## config.mk

```make
export PLATFORM = sky130hd
export DESIGN_NAME = fetch_stage_flat
export DESIGN_NICKNAME = d
export VERILOG_FILES = /design/src/rtl/mips_pkg.sv /design/src/rtl/fetch_stage_if.sv /design/src/rtl/if_id_reg.sv /design/src/rtl/fetch_stage.sv /design/src/flat_wrapper.sv
export SDC_FILE = /design/constraint.sdc
export NUM_CORES = 1
export LEC_CHECK = 0
export BUFFER_PORTS_ARGS = -buffer_cell sky130_fd_sc_hd__buf_2
export CORE_AREA = 2 2 113 115
export DETAILED_ROUTE_END_ITERATION = 8
export DIE_AREA = 0 0 115 117
export PLACE_DENSITY_LB_ADDON = 0.1
export SYNTH_ARGS = -nofsm -noshare
export SYNTH_HDL_FRONTEND = slang
export SYNTH_SLANG_ARGS = --single-unit
```

## constraint.sdc

```tcl
create_clock -name clk -period 4.5 [get_ports clk]
set_input_delay 0.675 -clock clk [delete_from_list [all_inputs] [get_ports clk]]
set_output_delay 0.675 -clock clk [all_outputs]
set_load 0.03 [all_outputs]
```

## src/rtl/mips_pkg.sv

```systemverilog
// Shared definitions for the MIPS pipeline: reset vector, bubble encoding and
// the IF/ID bundle consumed by the decode stage.
package mips_pkg;

  localparam logic [31:0] RESET_PC = 32'h0040_0000;
  localparam logic [31:0] NOP_INST = 32'h0000_0000;  // sll $0,$0,0

  typedef struct packed {
    logic        valid;
    logic [31:0] inst;
    logic [31:0] pc;
    logic [31:0] pc_plus4;
  } if_id_t;

  function automatic if_id_t if_id_bubble();
    if_id_t b;
    b.valid    = 1'b0;
    b.inst     = NOP_INST;
    b.pc       = 32'h0;
    b.pc_plus4 = 32'h0;
    return b;
  endfunction

endpackage

```

## src/rtl/fetch_stage_if.sv

```systemverilog
// Fetch-stage bus: instruction-memory port, hazard/redirect controls and the
// IF/ID outputs toward decode.
interface fetch_stage_if;
  logic [31:0] imem_addr;
  logic [31:0] imem_inst;
  logic        stall;
  logic        redirect_valid;
  logic [31:0] redirect_target;
  logic        flush;
  logic        if_id_valid;
  logic [31:0] if_id_inst;
  logic [31:0] if_id_pc;
  logic [31:0] if_id_pc_plus4;

  modport master (
    output imem_addr,
    input  imem_inst,
    input  stall,
    input  redirect_valid,
    input  redirect_target,
    input  flush,
    output if_id_valid,
    output if_id_inst,
    output if_id_pc,
    output if_id_pc_plus4
  );

  modport slave (
    input  imem_addr,
    output imem_inst,
    output stall,
    output redirect_valid,
    output redirect_target,
    output flush,
    input  if_id_valid,
    input  if_id_inst,
    input  if_id_pc,
    input  if_id_pc_plus4
  );
endinterface

```

## src/rtl/if_id_reg.sv

```systemverilog
// IF/ID pipeline register: flush beats stall, stall holds, otherwise load.
module if_id_reg
  import mips_pkg::*;
(
  input  logic   clk,
  input  logic   reset,
  input  logic   flush,
  input  logic   stall,
  input  if_id_t d,
  output if_id_t q
);

  always_ff @(posedge clk or posedge reset) begin
    if (reset) begin
      q <= if_id_bubble();
    end else if (flush) begin
      q <= if_id_bubble();
    end else if (!stall) begin
      q <= d;
    end
  end

endmodule

```

## src/rtl/fetch_stage.sv

```systemverilog
// Instruction-fetch stage: PC register, next-PC selection and the IF/ID
// register feeding decode.
module fetch_stage
  import mips_pkg::*;
(
  input  logic          clk,
  input  logic          reset,
  fetch_stage_if.master bus
);

  logic [31:0] pc_q;
  logic [31:0] pc_d;
  logic [31:0] pc_plus4;
  if_id_t      fetch_word;
  if_id_t      if_id_q;
  logic        unused_target_lsbs;

  assign pc_plus4 = pc_q + 32'd4;

  // NOTE: always_comb assigns a default before any branch so no path leaves pc_d unassigned (no latch).
  always_comb begin
    pc_d = pc_plus4;
    if (bus.redirect_valid) begin
      pc_d = {bus.redirect_target[31:2], 2'b00};
    end else if (bus.stall) begin
      pc_d = pc_q;
    end
  end

  // NOTE: sequential state uses non-blocking assignments so every register samples pre-edge values.
  always_ff @(posedge clk or posedge reset) begin
    if (reset) begin
      pc_q <= RESET_PC;
    end else begin
      pc_q <= pc_d;
    end
  end

  assign bus.imem_addr = pc_q;

  assign fetch_word.valid    = 1'b1;
  assign fetch_word.inst     = bus.imem_inst;
  assign fetch_word.pc       = pc_q;
  assign fetch_word.pc_plus4 = pc_plus4;

  if_id_reg u_if_id_reg (
    .clk   (clk),
    .reset (reset),
    .flush (bus.flush),
    .stall (bus.stall),
    .d     (fetch_word),
    .q     (if_id_q)
  );

  assign bus.if_id_valid    = if_id_q.valid;
  assign bus.if_id_inst     = if_id_q.inst;
  assign bus.if_id_pc       = if_id_q.pc;
  assign bus.if_id_pc_plus4 = if_id_q.pc_plus4;

  // Redirect targets are word-aligned by truncation; the low bits are ignored.
  assign unused_target_lsbs = ^bus.redirect_target[1:0];

endmodule
```

## src/flat_wrapper.sv

```systemverilog
// flat-port wrapper written by rule: the top's interface ports become plain ports
module fetch_stage_flat import mips_pkg::*;
  (clk, reset, bus_imem_addr, bus_imem_inst, bus_stall, bus_redirect_valid, bus_redirect_target, bus_flush, bus_if_id_valid, bus_if_id_inst, bus_if_id_pc, bus_if_id_pc_plus4);
  fetch_stage_if bus_i ();
  input  logic clk;
  input  logic reset;
  output wire logic [$bits(bus_i.imem_addr)-1:0] bus_imem_addr;
  input wire logic [$bits(bus_i.imem_inst)-1:0] bus_imem_inst;
  input wire logic [$bits(bus_i.stall)-1:0] bus_stall;
  input wire logic [$bits(bus_i.redirect_valid)-1:0] bus_redirect_valid;
  input wire logic [$bits(bus_i.redirect_target)-1:0] bus_redirect_target;
  input wire logic [$bits(bus_i.flush)-1:0] bus_flush;
  output wire logic [$bits(bus_i.if_id_valid)-1:0] bus_if_id_valid;
  output wire logic [$bits(bus_i.if_id_inst)-1:0] bus_if_id_inst;
  output wire logic [$bits(bus_i.if_id_pc)-1:0] bus_if_id_pc;
  output wire logic [$bits(bus_i.if_id_pc_plus4)-1:0] bus_if_id_pc_plus4;
  assign bus_imem_addr = bus_i.imem_addr;
  assign bus_i.imem_inst = bus_imem_inst;
  assign bus_i.stall = bus_stall;
  assign bus_i.redirect_valid = bus_redirect_valid;
  assign bus_i.redirect_target = bus_redirect_target;
  assign bus_i.flush = bus_flush;
  assign bus_if_id_valid = bus_i.if_id_valid;
  assign bus_if_id_inst = bus_i.if_id_inst;
  assign bus_if_id_pc = bus_i.if_id_pc;
  assign bus_if_id_pc_plus4 = bus_i.if_id_pc_plus4;
  fetch_stage u_core (.clk(clk), .reset(reset), .bus(bus_i));
endmodule
```

==> metrics.md <==
| Metric | Value |
|---|---|
| Syn-to-layout area delta | `24.5%` |
| Final ANT Viol Nets | `0` |
| Sequential fraction of the synthesis area | `50.9%` |
| Vias per cell | `5.58` |
| Post-synth top cells | `dfrtp_1 (123), nor2_1 (102), mux2i_1 (55), nand2_1 (48), clkbuf_1 (28)` |
| Asr flop ratio synth | `100%` |
| Final Cell Area | `7590 um2` |
| CTS sink cnt | `124` |
| Cts hold-fix bufs | `0` |
| Crit path launch type | `register` |
| Core area | `12300 um2` |
| Kind of critical path | `register to register` |
| Placed cell areas | `6990 um2` |
| P per Cell Area | `422 nW/um2` |
| Hold WC Path Type | `primary input to asynchronous set/reset pin` |
| Fin. max-slew vios | `0` |
| Crit path from | `u_core.bus.imem_addr[4]` |
| FP Rows | `41` |
| Unrepaired setup endpoints after global routing | `false` |
| Ports | `198` |
| Top_reg_cell synth | `dfrtp_1` |
| Fmax | `0.371 GHz` |
| VDD IR max | `297 uV` |
| Later-pin clock latency in the skew report | `410 ps` |
| Final setup violation count | `0` |
| Routed WL | `15800 um` |
| Simple-gate area share of the yosys netlist | `19.8%` |
| First-pass GRT wire length | `25300 um` |
| Max cap viols | `0` |
| Largest net degree at the start of global routing | `95` |
| Die X | `115 um` |
| Mapped Area | `6100 um2` |
| Nets@finish | `847` |
| Yosys warning count | `0` |
| Routability-driven placement congestion ratio | `0.799` |
| Antenna violations before repair | `0` |
| Maximum net fanout on the critical path | `17` |
| Adder-Cell Fraction of Synth Area | `0.205%` |
| Final Skew | `8.22 ps` |
| Post-synthesis cell type count | `52` |
| Minimum clock period | `2690 ps` |
| Logic pwr share | `16.5%` |
| Post-synthesis mux area share | `9.03%` |
| Cts bufs inserted | `17` |
| Vias in the first global route | `4901` |
| Worst slack, placed | `1710 ps` |
| Largest area contributor in the netlist | `dfrtp_1` |
| Top cell type's share of synthesized area | `50.5%` |
| Synth Area in XOR/XNOR | `3.73%` |
| Die area | `13500 um2` |
| CTS tree | `yes` |
| Final period utilization | `59.9%` |
| Switch Pwr | `924 uW` |
| Crit path arrival time | `2960 ps` |
| GRT Util Overall | `24.1%` |
| Fillers | `1088` |
| CTS root buf | `clkbuf_16` |
| Footprint of the multi-input gates | `2660 um2` |
| Status | `finished, final reports clean` |
| Inst Count DP | `908` |
| Cts repair resizes | `0` |
| H-tree lvl count | `4` |
| Syn avg cell area | `9.87 um2` |
| Post-synth EDFFs | `0` |
| Synth Area in Compound Gates | `10.7%` |
| Synthesized flop and latch total | `124` |
| Final non-filler cell total | `939` |
| Worst-Margin Slew | `1010 ps` |
| Hpwl dp | `10700 um` |
| Main combinational cell family by area after synthesis | `simple AND/OR/NAND/NOR gates` |
| Clock Tree Buf Depth | `2` |
| Crit. End Element | `register` |
| Largest cells by area after synthesis | `dfrtp_1 (50%), mux2i_1 (9.0%), nor2_1 (6.3%)` |
| Router iterations before antenna repair | `5` |
| Via count | `5244` |
| Post CTS Setup Buffer Count | `0` |
| CTS clk-pin slew, worst paths | `50 ps` |
| # DRC | `0` |
| Relative slew slack | `32.4%` |
| Layout cells sized above 1 | `29.8%` |
| P_int | `2.28 mW` |
| Register Area | `3100 um2` |
| CP Data Required Time | `4760 ps` |
| Die Y | `117 um` |
| Initial Utilization | `49.5%` |
| Seq pwr share | `40.4%` |
| Final TNS setup | `0 ps` |
| RR Startpoint | `u_core.bus.imem_addr[4]` |
| Clock power frac | `43.1%` |
| Cells after Synth | `618` |
| Final hold vios | `0` |
| Switching Share | `28.9%` |
| Initial DRC count | `361` |
| Grt ovf | `0` |
| Drt wl/cell | `16.9 um` |
| Antenna cells | `0` |
| Count of input and output buffers | `193` |
| Fin worst setup slack | `1810 ps` |
| Most common cell in the netlist | `dfrtp_1` |
| Static Leak | `3.72 nW` |
==> flip-flops by register name, summed over array words and instances (netlist names) <==
signal,cells
u_core.u_if_id_reg.q,94
u_core.bus.imem_addr,30
==> critical path, cell delays in order, from the launching register on <==
cell and delay [ps]:
dfrtp_1 520, nand4_1 670, nor3_2 710, a311oi_1 190, a2111oi_0 450
==> cell type report <==
cell class	instances	area share [%]
Sequential cell	124	40.9
Multi-Input combinational cell	426	35.0
Timing Repair Buffer	197	13.2
Clock buffer	24	6.35
Tap cell	150	2.47
Clock inverter	7	1.48
Inverter	11	0.577
==> through the flow <==
stage | hold WS (ps) | total power, mW | utilization, %
after CTS | 457 | 3.23 | 61.6
after global routing | 460 | 3.34 | 61.6
after detailed placement | 506 | 1.84 | 56.8
final | 462 | 3.20 | 61.6
after floorplan | 596 | 1.68 | -
after global placement | 499 | 1.83 | 56.8
==> per-layer routing <==
metal / vias to the layer above / track usage, % / routed length [um]
li1: 2510 / - / -
met1: 2530 / 32.2 / 6790
met2: 185 / 38.7 / 7690
met3: 19 / 5.87 / 1040
met4: 0 / 8.67 / 306
met5: - / 0 / 0
==> power groups by stage <==
stage	clock, mW	sequential, mW	combinational, mW
after floorplan	0	1.43	0.242
after global placement	0	1.31	0.525
after detailed placement	0	1.31	0.533
after CTS	1.40	1.29	0.534
after global routing	1.46	1.31	0.576
final	1.38	1.29	0.528
==> cells in the final DEF (no fill, tap or decap), types with 3 or more instances in the layout <==
cell type / netlist / final
a2111oi_0: 4 / 4
a211oi_1: 9 / 9
a21oi_1: 14 / 14
a311oi_1: 12 / 12
a31oi_1: 9 / 9
and3_1: 3 / 3
and4_1: 3 / 3
buf_2: 8 / 191
buf_4: 8 / 6
bufinv_16: 0 / 3
clkbuf_1: 28 / 4
clkbuf_16: 0 / 17
clkbuf_8: 1 / 3
clkinv_2: 0 / 3
dfrtp_1: 123 / 123
inv_1: 11 / 10
mux2i_1: 55 / 55
nand2_1: 48 / 48
nand3_1: 7 / 7
nand4_1: 11 / 11
nand4b_1: 4 / 4
nor2_1: 102 / 102
nor2b_1: 5 / 5
nor3_1: 12 / 12
nor4_1: 11 / 11
o21ai_0: 27 / 27
o31a_1: 4 / 4
o31ai_1: 6 / 6
or3_1: 15 / 15
or4_1: 10 / 10
xnor2_1: 20 / 20
xor2_1: 6 / 6
==> final timing paths <==
check                      cells past startpoint  slack, ps                       end
max                                            4       1810  u_core.u_if_id_reg.q[23]
max in group asynchronous                      3       3070  u_core.u_if_id_reg.q[54]
max reg2reg                                    4       1810  u_core.u_if_id_reg.q[23]
min                                            2        460  u_core.u_if_id_reg.q[81]
min in group clk                               3        470  u_core.bus.imem_addr[23]
min reg2reg                                    2        510  u_core.u_if_id_reg.q[52]
==> cell families after synthesis <==
family                   Yosys count
AND/OR/NAND/NOR                  245
multiplexers                      55
other                              1
AO/OA/AOI/OAI                     97
adder cells (fa/ha/maj)            1
XOR/XNOR                          26
flip-flops                       124
buffers and inverters             69
Note: power is estimated with default switching activity, not from simulation.
